$ cat src/rtl/debug_pkg.sv
// Shared state encodings, command bytes and default sizes for the UART debug controller.
// State ST_BP_LOAD only exists when DBG_BREAKPOINT_EN is defined.
package debug_pkg;

  localparam int DEF_DATA_W    = 32;
  localparam int DEF_NUM_LATCH = 16;
  localparam int DEF_NUM_REG   = 32;
  localparam int DEF_MEM_WORDS = 32;

  localparam logic [7:0] CMD_CONT = 8'h63;
  localparam logic [7:0] CMD_STEP = 8'h73;
  localparam logic [7:0] CMD_BP   = 8'h62;

  typedef logic [3:0] state_t;

  localparam state_t ST_IDLE       = 4'd0;
  localparam state_t ST_RUN        = 4'd1;
  localparam state_t ST_STEP       = 4'd2;
  localparam state_t ST_SEND_PC    = 4'd3;
  localparam state_t ST_SEND_LATCH = 4'd4;
  localparam state_t ST_SEND_REG   = 4'd5;
  localparam state_t ST_SEND_MEM   = 4'd6;
  localparam state_t ST_DONE       = 4'd7;
`ifdef DBG_BREAKPOINT_EN
  localparam state_t ST_BP_LOAD    = 4'd8;
`endif

endpackage

$ cat src/rtl/debug_controller_if.sv
// Bundle of UART command, transmitter handshake, processor status and dump read/address signals.
interface debug_controller_if import debug_pkg::*; #(
  parameter int DATA_W    = DEF_DATA_W,
  parameter int NUM_LATCH = DEF_NUM_LATCH,
  parameter int NUM_REG   = DEF_NUM_REG
);
  localparam int LATCH_AW = $clog2(NUM_LATCH);
  localparam int REG_AW   = $clog2(NUM_REG);

  logic [7:0]          rx_data;
  logic                rx_valid;
  logic                tx_done;
  logic                prog_finish;
  logic [DATA_W-1:0]   pc;
  logic [DATA_W-1:0]   latch_rdata;
  logic [DATA_W-1:0]   reg_rdata;
  logic [DATA_W-1:0]   mem_rdata;
  logic [LATCH_AW-1:0] latch_addr;
  logic [REG_AW-1:0]   reg_addr;
  logic [DATA_W-1:0]   mem_addr;
  logic [DATA_W-1:0]   tx_data;
  logic                tx_start;
  logic                dump_active;
  logic                stall;

  modport master (
    input  rx_data, rx_valid, tx_done, prog_finish, pc, latch_rdata, reg_rdata, mem_rdata,
    output latch_addr, reg_addr, mem_addr, tx_data, tx_start, dump_active, stall
  );

  modport slave (
    output rx_data, rx_valid, tx_done, prog_finish, pc, latch_rdata, reg_rdata, mem_rdata,
    input  latch_addr, reg_addr, mem_addr, tx_data, tx_start, dump_active, stall
  );

endinterface

$ cat src/rtl/debug_controller_dump_sequencer.sv
// Walks PC, latch, register and memory sections, launching one tx word per tx_done acknowledge.
module dump_sequencer import debug_pkg::*; #(
  parameter int DATA_W    = DEF_DATA_W,
  parameter int NUM_LATCH = DEF_NUM_LATCH,
  parameter int NUM_REG   = DEF_NUM_REG,
  parameter int MEM_WORDS = DEF_MEM_WORDS,
  parameter int LATCH_AW  = $clog2(NUM_LATCH),
  parameter int REG_AW    = $clog2(NUM_REG)
) (
  input  logic                clk,
  input  logic                reset,
  input  logic                start,
  input  logic                tx_done,
  input  logic [DATA_W-1:0]   pc,
  input  logic [DATA_W-1:0]   latch_rdata,
  input  logic [DATA_W-1:0]   reg_rdata,
  input  logic [DATA_W-1:0]   mem_rdata,
  output logic [LATCH_AW-1:0] latch_addr,
  output logic [REG_AW-1:0]   reg_addr,
  output logic [DATA_W-1:0]   mem_addr,
  output logic [DATA_W-1:0]   tx_data,
  output logic                tx_start,
  output logic                active,
  output logic                finish
);
  localparam logic [LATCH_AW-1:0] LATCH_LAST = LATCH_AW'(NUM_LATCH - 1);
  localparam logic [REG_AW-1:0]   REG_LAST   = REG_AW'(NUM_REG - 1);
  localparam logic [DATA_W-1:0]   MEM_LAST   = DATA_W'(MEM_WORDS - 1);

  state_t              sec_q, sec_d;
  logic                wait_q, wait_d;
  logic                tx_start_q, tx_start_d;
  logic [DATA_W-1:0]   tx_data_q, tx_data_d;
  logic [DATA_W-1:0]   mem_idx_q, mem_idx_d;
  logic [LATCH_AW-1:0] latch_idx_q, latch_idx_d;
  logic [REG_AW-1:0]   reg_idx_q, reg_idx_d;
  logic                done_seen;
  logic                issue;

  // A tx_done in the same cycle as our tx_start cannot acknowledge the word just launched.
  assign done_seen = wait_q && tx_done && !tx_start_q;
  assign issue     = !wait_q && (sec_q inside {ST_SEND_PC, ST_SEND_LATCH, ST_SEND_REG, ST_SEND_MEM});

  always_comb begin
    sec_d       = sec_q;
    wait_d      = wait_q;
    tx_start_d  = 1'b0;
    tx_data_d   = tx_data_q;
    latch_idx_d = latch_idx_q;
    reg_idx_d   = reg_idx_q;
    mem_idx_d   = mem_idx_q;

    if (done_seen) begin
      wait_d = 1'b0;
      if (sec_q == ST_DONE) sec_d = ST_IDLE;
    end

    // Indices step when a word is launched, so the address already points past it while waiting.
    if (issue) begin
      tx_start_d = 1'b1;
      wait_d     = 1'b1;
      case (sec_q)
        ST_SEND_PC: begin
          tx_data_d = pc;
          sec_d     = ST_SEND_LATCH;
        end
        ST_SEND_LATCH: begin
          tx_data_d = latch_rdata;
          if (latch_idx_q == LATCH_LAST) begin
            latch_idx_d = '0;
            sec_d       = ST_SEND_REG;
          end else begin
            latch_idx_d = latch_idx_q + LATCH_AW'(1);
          end
        end
        ST_SEND_REG: begin
          tx_data_d = reg_rdata;
          if (reg_idx_q == REG_LAST) begin
            reg_idx_d = '0;
            sec_d     = ST_SEND_MEM;
          end else begin
            reg_idx_d = reg_idx_q + REG_AW'(1);
          end
        end
        default: begin
          tx_data_d = mem_rdata;
          if (mem_idx_q == MEM_LAST) begin
            mem_idx_d = '0;
            sec_d     = ST_DONE;
          end else begin
            mem_idx_d = mem_idx_q + DATA_W'(1);
          end
        end
      endcase
    end else if (sec_q == ST_IDLE && start) begin
      sec_d = ST_SEND_PC;
    end
  end

  always_ff @(posedge clk) begin
    if (reset) begin
      sec_q       <= ST_IDLE;
      wait_q      <= 1'b0;
      tx_start_q  <= 1'b0;
      tx_data_q   <= '0;
      latch_idx_q <= '0;
      reg_idx_q   <= '0;
      mem_idx_q   <= '0;
    end else begin
      sec_q       <= sec_d;
      wait_q      <= wait_d;
      tx_start_q  <= tx_start_d;
      tx_data_q   <= tx_data_d;
      latch_idx_q <= latch_idx_d;
      reg_idx_q   <= reg_idx_d;
      mem_idx_q   <= mem_idx_d;
    end
  end

  assign latch_addr = latch_idx_q;
  assign reg_addr   = reg_idx_q;
  assign mem_addr   = mem_idx_q;
  assign tx_data    = tx_data_q;
  assign tx_start   = tx_start_q;
  assign active     = (sec_q != ST_IDLE);
  assign finish     = done_seen && (sec_q == ST_DONE);

endmodule

$ cat src/rtl/debug_controller.sv
// UART debug controller: decodes run/step commands, freezes the processor and streams a state dump.
// Define DBG_BREAKPOINT_EN to add a loadable PC breakpoint ('b' + 4 address bytes, MSB first).
module debug_controller import debug_pkg::*; #(
  parameter int DATA_W    = DEF_DATA_W,
  parameter int NUM_LATCH = DEF_NUM_LATCH,
  parameter int NUM_REG   = DEF_NUM_REG,
  parameter int MEM_WORDS = DEF_MEM_WORDS
) (
  input logic                clk,
  input logic                reset,
  debug_controller_if.master dbg
);
  localparam int LATCH_AW = $clog2(NUM_LATCH);
  localparam int REG_AW   = $clog2(NUM_REG);

  // ST_SEND_PC here covers the whole dump; the sequencer tracks the individual sections.
  state_t state_q, state_d;
  logic   start_dump;
  logic   dump_finish;
  logic   bp_hit;
  logic   hit;

`ifdef DBG_BREAKPOINT_EN
  logic [DATA_W-1:0] bp_addr_q, bp_addr_d;
  logic              armed_q, armed_d;
  logic [1:0]        bp_cnt_q, bp_cnt_d;

  assign bp_hit = armed_q && (dbg.pc == bp_addr_q);
`else
  assign bp_hit = 1'b0;
`endif

  assign hit = dbg.prog_finish || bp_hit;

  always_comb begin
    state_d    = state_q;
    start_dump = 1'b0;
`ifdef DBG_BREAKPOINT_EN
    bp_addr_d  = bp_addr_q;
    armed_d    = armed_q;
    bp_cnt_d   = bp_cnt_q;
`endif
    case (state_q)
      ST_IDLE: begin
        if (dbg.rx_valid) begin
          if (dbg.rx_data == CMD_CONT)      state_d = ST_RUN;
          else if (dbg.rx_data == CMD_STEP) state_d = ST_STEP;
`ifdef DBG_BREAKPOINT_EN
          else if (dbg.rx_data == CMD_BP) begin
            state_d  = ST_BP_LOAD;
            bp_cnt_d = 2'd0;
          end
`endif
        end
      end
      ST_RUN: begin
        if (hit) begin
          state_d    = ST_SEND_PC;
          start_dump = 1'b1;
`ifdef DBG_BREAKPOINT_EN
          if (bp_hit) armed_d = 1'b0;
`endif
        end
      end
      ST_STEP: begin
        state_d    = ST_SEND_PC;
        start_dump = 1'b1;
      end
      ST_SEND_PC: begin
        if (dump_finish) state_d = ST_IDLE;
      end
`ifdef DBG_BREAKPOINT_EN
      ST_BP_LOAD: begin
        if (dbg.rx_valid) begin
          bp_addr_d = {bp_addr_q[DATA_W-9:0], dbg.rx_data};
          bp_cnt_d  = bp_cnt_q + 2'd1;
          if (bp_cnt_q == 2'd3) begin
            armed_d = 1'b1;
            state_d = ST_IDLE;
          end
        end
      end
`endif
      default: state_d = ST_IDLE;
    endcase
  end

  always_ff @(posedge clk) begin
    if (reset) state_q <= ST_IDLE;
    else       state_q <= state_d;
  end

`ifdef DBG_BREAKPOINT_EN
  always_ff @(posedge clk) begin
    if (reset) begin
      bp_addr_q <= '0;
      armed_q   <= 1'b0;
      bp_cnt_q  <= 2'd0;
    end else begin
      bp_addr_q <= bp_addr_d;
      armed_q   <= armed_d;
      bp_cnt_q  <= bp_cnt_d;
    end
  end
`endif

  // The freeze takes effect in the stop cycle itself so the dumped PC is the stopping PC.
  assign dbg.stall = !((state_q == ST_RUN && !hit) || state_q == ST_STEP);

  dump_sequencer #(
    .DATA_W    (DATA_W),
    .NUM_LATCH (NUM_LATCH),
    .NUM_REG   (NUM_REG),
    .MEM_WORDS (MEM_WORDS),
    .LATCH_AW  (LATCH_AW),
    .REG_AW    (REG_AW)
  ) u_seq (
    .clk         (clk),
    .reset       (reset),
    .start       (start_dump),
    .tx_done     (dbg.tx_done),
    .pc          (dbg.pc),
    .latch_rdata (dbg.latch_rdata),
    .reg_rdata   (dbg.reg_rdata),
    .mem_rdata   (dbg.mem_rdata),
    .latch_addr  (dbg.latch_addr),
    .reg_addr    (dbg.reg_addr),
    .mem_addr    (dbg.mem_addr),
    .tx_data     (dbg.tx_data),
    .tx_start    (dbg.tx_start),
    .active      (dbg.dump_active),
    .finish      (dump_finish)
  );

endmodule

$ cat src/flat_wrapper.sv
// flat-port wrapper written by rule: the top's interface ports become plain ports
module debug_controller_flat import debug_pkg::*;
#(
  parameter int DATA_W    = DEF_DATA_W,
  parameter int NUM_LATCH = DEF_NUM_LATCH,
  parameter int NUM_REG   = DEF_NUM_REG,
  parameter int MEM_WORDS = DEF_MEM_WORDS
)
  (clk, reset, dbg_rx_data, dbg_rx_valid, dbg_tx_done, dbg_prog_finish, dbg_pc, dbg_latch_rdata, dbg_reg_rdata, dbg_mem_rdata, dbg_latch_addr, dbg_reg_addr, dbg_mem_addr, dbg_tx_data, dbg_tx_start, dbg_dump_active, dbg_stall);
  debug_controller_if #(.DATA_W(DATA_W), .NUM_LATCH(NUM_LATCH), .NUM_REG(NUM_REG)) dbg_i ();
  input logic clk;
  input logic reset;
  input wire logic [$bits(dbg_i.rx_data)-1:0] dbg_rx_data;
  input wire logic [$bits(dbg_i.rx_valid)-1:0] dbg_rx_valid;
  input wire logic [$bits(dbg_i.tx_done)-1:0] dbg_tx_done;
  input wire logic [$bits(dbg_i.prog_finish)-1:0] dbg_prog_finish;
  input wire logic [$bits(dbg_i.pc)-1:0] dbg_pc;
  input wire logic [$bits(dbg_i.latch_rdata)-1:0] dbg_latch_rdata;
  input wire logic [$bits(dbg_i.reg_rdata)-1:0] dbg_reg_rdata;
  input wire logic [$bits(dbg_i.mem_rdata)-1:0] dbg_mem_rdata;
  output wire logic [$bits(dbg_i.latch_addr)-1:0] dbg_latch_addr;
  output wire logic [$bits(dbg_i.reg_addr)-1:0] dbg_reg_addr;
  output wire logic [$bits(dbg_i.mem_addr)-1:0] dbg_mem_addr;
  output wire logic [$bits(dbg_i.tx_data)-1:0] dbg_tx_data;
  output wire logic [$bits(dbg_i.tx_start)-1:0] dbg_tx_start;
  output wire logic [$bits(dbg_i.dump_active)-1:0] dbg_dump_active;
  output wire logic [$bits(dbg_i.stall)-1:0] dbg_stall;
  assign dbg_i.rx_data = dbg_rx_data;
  assign dbg_i.rx_valid = dbg_rx_valid;
  assign dbg_i.tx_done = dbg_tx_done;
  assign dbg_i.prog_finish = dbg_prog_finish;
  assign dbg_i.pc = dbg_pc;
  assign dbg_i.latch_rdata = dbg_latch_rdata;
  assign dbg_i.reg_rdata = dbg_reg_rdata;
  assign dbg_i.mem_rdata = dbg_mem_rdata;
  assign dbg_latch_addr = dbg_i.latch_addr;
  assign dbg_reg_addr = dbg_i.reg_addr;
  assign dbg_mem_addr = dbg_i.mem_addr;
  assign dbg_tx_data = dbg_i.tx_data;
  assign dbg_tx_start = dbg_i.tx_start;
  assign dbg_dump_active = dbg_i.dump_active;
  assign dbg_stall = dbg_i.stall;
  debug_controller #(.DATA_W(DATA_W), .NUM_LATCH(NUM_LATCH), .NUM_REG(NUM_REG), .MEM_WORDS(MEM_WORDS)) u_core (.clk(clk), .reset(reset), .dbg(dbg_i));
endmodule
$ cat config.mk
export PLATFORM = sky130hd
export DESIGN_NAME = debug_controller_flat
export DESIGN_NICKNAME = d
export VERILOG_FILES = /design/src/rtl/debug_pkg.sv /design/src/rtl/debug_controller_if.sv /design/src/rtl/debug_controller_dump_sequencer.sv /design/src/rtl/debug_controller.sv /design/src/flat_wrapper.sv
export SDC_FILE = /design/constraint.sdc
export NUM_CORES = 1
export LEC_CHECK = 0
export ABC_AREA = 1
export CORE_ASPECT_RATIO = 0.6
export CORE_UTILIZATION = 30
export CTS_CLUSTER_DIAMETER = 60
export DETAILED_ROUTE_END_ITERATION = 8
export GPL_TIMING_DRIVEN = 0
export SLEW_MARGIN = 20
export SYNTH_ARGS = -nofsm -noshare
export SYNTH_HDL_FRONTEND = slang
export SYNTH_SLANG_ARGS = --single-unit
$ cat constraint.sdc
create_clock -name clk -period 3.3 [get_ports clk]
set_input_delay 0.66 -clock clk [delete_from_list [all_inputs] [get_ports clk]]
set_output_delay 0.66 -clock clk [all_outputs]
set_load 0.01 [all_outputs]
==> impl_metrics.yaml, run 1 <==
floorplan:
  fp.dieH_um: 102
  core.rowCount: 36
  floorplan.initialDensity_pct: 30.9
  floorplan.die_area_mm2: 0.0174
  top_level_ports: 217
  floorplan.core_area_mm2: 0.0164
  die_width_um: 169
logic_synthesis:
  ys_seq_elements: 81
  yosys_warnings: 0
  synth_nets: 981
  asyncSetResetFlopFracSynth_pct: 0
  synthCells: 832
  ys_types: 31
  most_common_flop_cell_mapped_by_yosys: "sky130_fd_sc_hd__dfxtp_1"
  post_synth_edffs: 0
  syn_area_mm2: 0.00505
  average_footprint_of_a_synthesized_cell_um2: 6.07
  share_of_the_yosys_chip_area_belonging_to_registers_pct: 32.1
clock_tree:
  cts_root_buf: "sky130_fd_sc_hd__clkbuf_16"
  holdBufCountCts: 0
  clk_transition_reported_paths_ns: 0.06
  cts_buffer_depth: 2
  cts.repair.resized: 0
  cts_post_setup_buffers_inserted: 0
  cts.sink_count: 81
  cts_inserted_buffers: 9
  clock_latency_ns: 0.34
  htreeDepth: 3
  tritoncts: "done"
power_and_ir_drop:
  internal_power_mw: 2.62
  clkPwrFrac_pct: 24.9
  power_frac_seq_pct: 31.4
  power_switching_mw: 1.55
  power.static_leakage_nw: 2.89
  power_density_mw_per_mm2: 536
  worst_ir_drop_vdd_uv: 302
  swShare_pct: 37.2
  logic_gate_share_of_total_power_pct: 43.8
finish:
  layout.cells.most_common_list: "sky130_fd_sc_hd__nand2_1 (227), sky130_fd_sc_hd__clkdlybuf4s50_1 (216), sky130_fd_sc_hd__a21oi_1 (119)"
  drive_gt1_share_pct: 4.52
  antenna_cells: 0
  multi_input_area_mm2: 0.00293
  layout.cells.most_common: "sky130_fd_sc_hd__nand2_1"
  layout_overhead_on_the_synthesized_area_pct: 54.5
  nFillCells: 1703
  layout.cell_area.non_filler_mm2: 0.00780
  total_nets_final: 1208
  seqCellArea_mm2: 0.00162
timing:
  rsz0062_at_grt: "false"
  final.min_clock_period_ns: 2.86
  setup_total_negative_slack_ns: 0
  timing_max_transition_violations_final: 0
  worst_pin_slew_ns: 0.652
  period_utilization_pct: 86.6
  setup-violations-final: 0
  timing_hold_violations_final: 0
  timing.clock.skew_ns: 0.00963
  maxClockFrequency_mhz: 350
  relSlewSlack_pct: 56.6
  final.setup.worst_slack_ns: 0.443
critical_path:
  critical_path.startpoint_type: "register"
  critical_path_required_ns: 2.64
  worst_setup_path_end_kind: "output port"
  path_max_fanout: 10
  worst-endpoint-arrival_ns: 2.20
  startpoint: "u_core.u_seq.sec_q[3]$_SDFF_PP0_"
  worst-setup-path-type: "register to output port"
  regToRegStartpoint: "u_core.u_seq.mem_addr[0]$_SDFFE_PP0P_"
place:
  place.gp.congestion: 0.954
  dp_hpwl_mm: 16.9
  placement.io_buffers: 216
  placement.setup.worst_slack_ns: 0.654
  placed_cell_area_mm2: 0.00749
global_routing:
  grt.total_usage_pct: 24.7
  number_of_global_route_vias_before_repair: 5690
  grt_pass1_wl_mm: 32.4
  maximum_number_of_pins_on_one_net_before_global_route_repair: 14
  grt_remaining_overflow: 0
  antenna_found_initial: 0
min_path:
  holdCritStartpoint: "u_core.u_seq.sec_q[3]$_SDFF_PP0_"
  min_path_type: "register to register"
routing:
  route.final.wire_length_mm: 21.0
  vias_per_cell: 4.82
  first_iter_violations: 659
  detail_route.wl_per_cell_um: 16.3
  antenna_violating_nets_post_route: 0
  routed.top_layer: "met4"
  num_vias: 6228
  wl_met3_mm: 1.99
  firstDrtPassIters: 5
  wl_met2_mm: 7.78
  post-route-drc-count: 0
  route.layer.met1.wl_mm: 11.1
run:
  max_cap_viol_count: 0
run_status:
  outcome: "finished, final reports clean"
routing by layer:
layer	GRT usage [%]	up-vias
met2	33.1	235
met1	39.9	2806
met4	3.74	0
met5	0	-
li1	-	3175
met3	4.80	12
sequential cells by signal (all words and copies together), names as in the netlist:
name	cells
u_core.state_q	2
u_core.u_seq.latch_addr	4
u_core.u_seq.mem_addr	32
u_core.u_seq.reg_addr	5
u_core.u_seq.sec_q	4
u_core.u_seq.tx_data	32
u_core.u_seq.tx_start	1
u_core.u_seq.wait_q	1
worst max-delay path, stage by stage, from the launching register on:
cell                              delay (ns)
sky130_fd_sc_hd__dfxtp_1                0.35
sky130_fd_sc_hd__nor2_4                 0.30
sky130_fd_sc_hd__clkbuf_1               0.55
sky130_fd_sc_hd__nand2_1                0.12
sky130_fd_sc_hd__clkdlybuf4s50_1        0.55
cells by family (layout without fill, tap and decap cells):
group	Yosys count	after routing	share of synthesized area, %
AO/OA/AOI/OAI	185	185	18.6
XOR/XNOR	2	2	0.347
adder cells (fa/ha/maj)	8	8	1.98
buffers and inverters	114	345	9.82
flip-flops	81	81	32.1
AND/OR/NAND/NOR	442	442	37.1
layout make-up:
type,count,area share (%)
buffer,32,2.37
clock buffer,11,3.24
clock inverter,4,0.674
inverter,82,3.98
multi-input combinational,637,37.6
sequential,81,20.8
tap,228,3.66
timing repair buffer,216,27.7
per-stage QoR:
stage               power, mW  hold WS [ns]  util (%)  std cells
global placement         3.14         0.497      45.8       1276
finish                   4.18         0.514      47.7       1291
detailed placement       3.15         0.503      45.8       1276
global route             4.43         0.555      47.7       1291
floorplan                2.23         0.481         -        832
CTS                      4.20         0.511      47.7       1291
synth_stat cells, types with 3 or more instances:
library cell | number | area [µm²]
sky130_fd_sc_hd__inv_1 | 76 | 285
sky130_fd_sc_hd__dfxtp_1 | 81 | 1620
sky130_fd_sc_hd__nand3b_1 | 3 | 22.5
sky130_fd_sc_hd__nor2_2 | 3 | 18.8
sky130_fd_sc_hd__and3_1 | 17 | 106
sky130_fd_sc_hd__clkbuf_1 | 13 | 48.8
sky130_fd_sc_hd__inv_2 | 5 | 18.8
sky130_fd_sc_hd__ha_1 | 8 | 100
sky130_fd_sc_hd__a21oi_1 | 119 | 596
sky130_fd_sc_hd__nand3_1 | 69 | 345
sky130_fd_sc_hd__nand2_1 | 227 | 852
sky130_fd_sc_hd__nor3_1 | 14 | 70.1
sky130_fd_sc_hd__buf_6 | 6 | 67.6
sky130_fd_sc_hd__buf_2 | 10 | 50.1
sky130_fd_sc_hd__nor2_1 | 100 | 375
sky130_fd_sc_hd__o21ai_0 | 59 | 295
sky130_fd_sc_hd__nand4_1 | 4 | 25.0
power by group through the flow:
stage               registers [mW]  logic, mW  clock network, mW
finish                        1.31       1.83               1.04
global route                  1.34       1.99               1.11
CTS                           1.31       1.83               1.07
detailed placement            1.33       1.82                  0
global placement              1.32       1.82                  0
floorplan                     1.40      0.834                  0
path summary, 6_finish.rpt:
path                                                                to  slack (ns)  cells past startpoint
worst max register to register  u_core.u_seq.mem_addr[31]$_SDFFE_PP0P_        0.56                     10
worst min register to register        u_core.u_seq.sec_q[3]$_SDFF_PP0_        0.51                      2
worst min-delay path                  u_core.u_seq.sec_q[3]$_SDFF_PP0_        0.51                      2
worst max-delay path                                   dbg_dump_active        0.44                      4
Note: power is estimated with default switching activity, not from simulation.
==> run 2, diff against run 1 <==
--- a/config.mk
+++ b/config.mk
@@ -6,9 +6,10 @@
 export NUM_CORES = 1
 export LEC_CHECK = 0
 export ABC_AREA = 1
+export ABC_CLOCK_PERIOD_IN_PS = 3300
 export CORE_ASPECT_RATIO = 0.6
 export CORE_UTILIZATION = 30
-export CTS_CLUSTER_DIAMETER = 60
+export CTS_CLUSTER_DIAMETER = 30
 export DETAILED_ROUTE_END_ITERATION = 8
 export GPL_TIMING_DRIVEN = 0
 export SLEW_MARGIN = 20
==> results of run 2 <==
The final DEF is identical to that of run 1; final timing and power are the same.
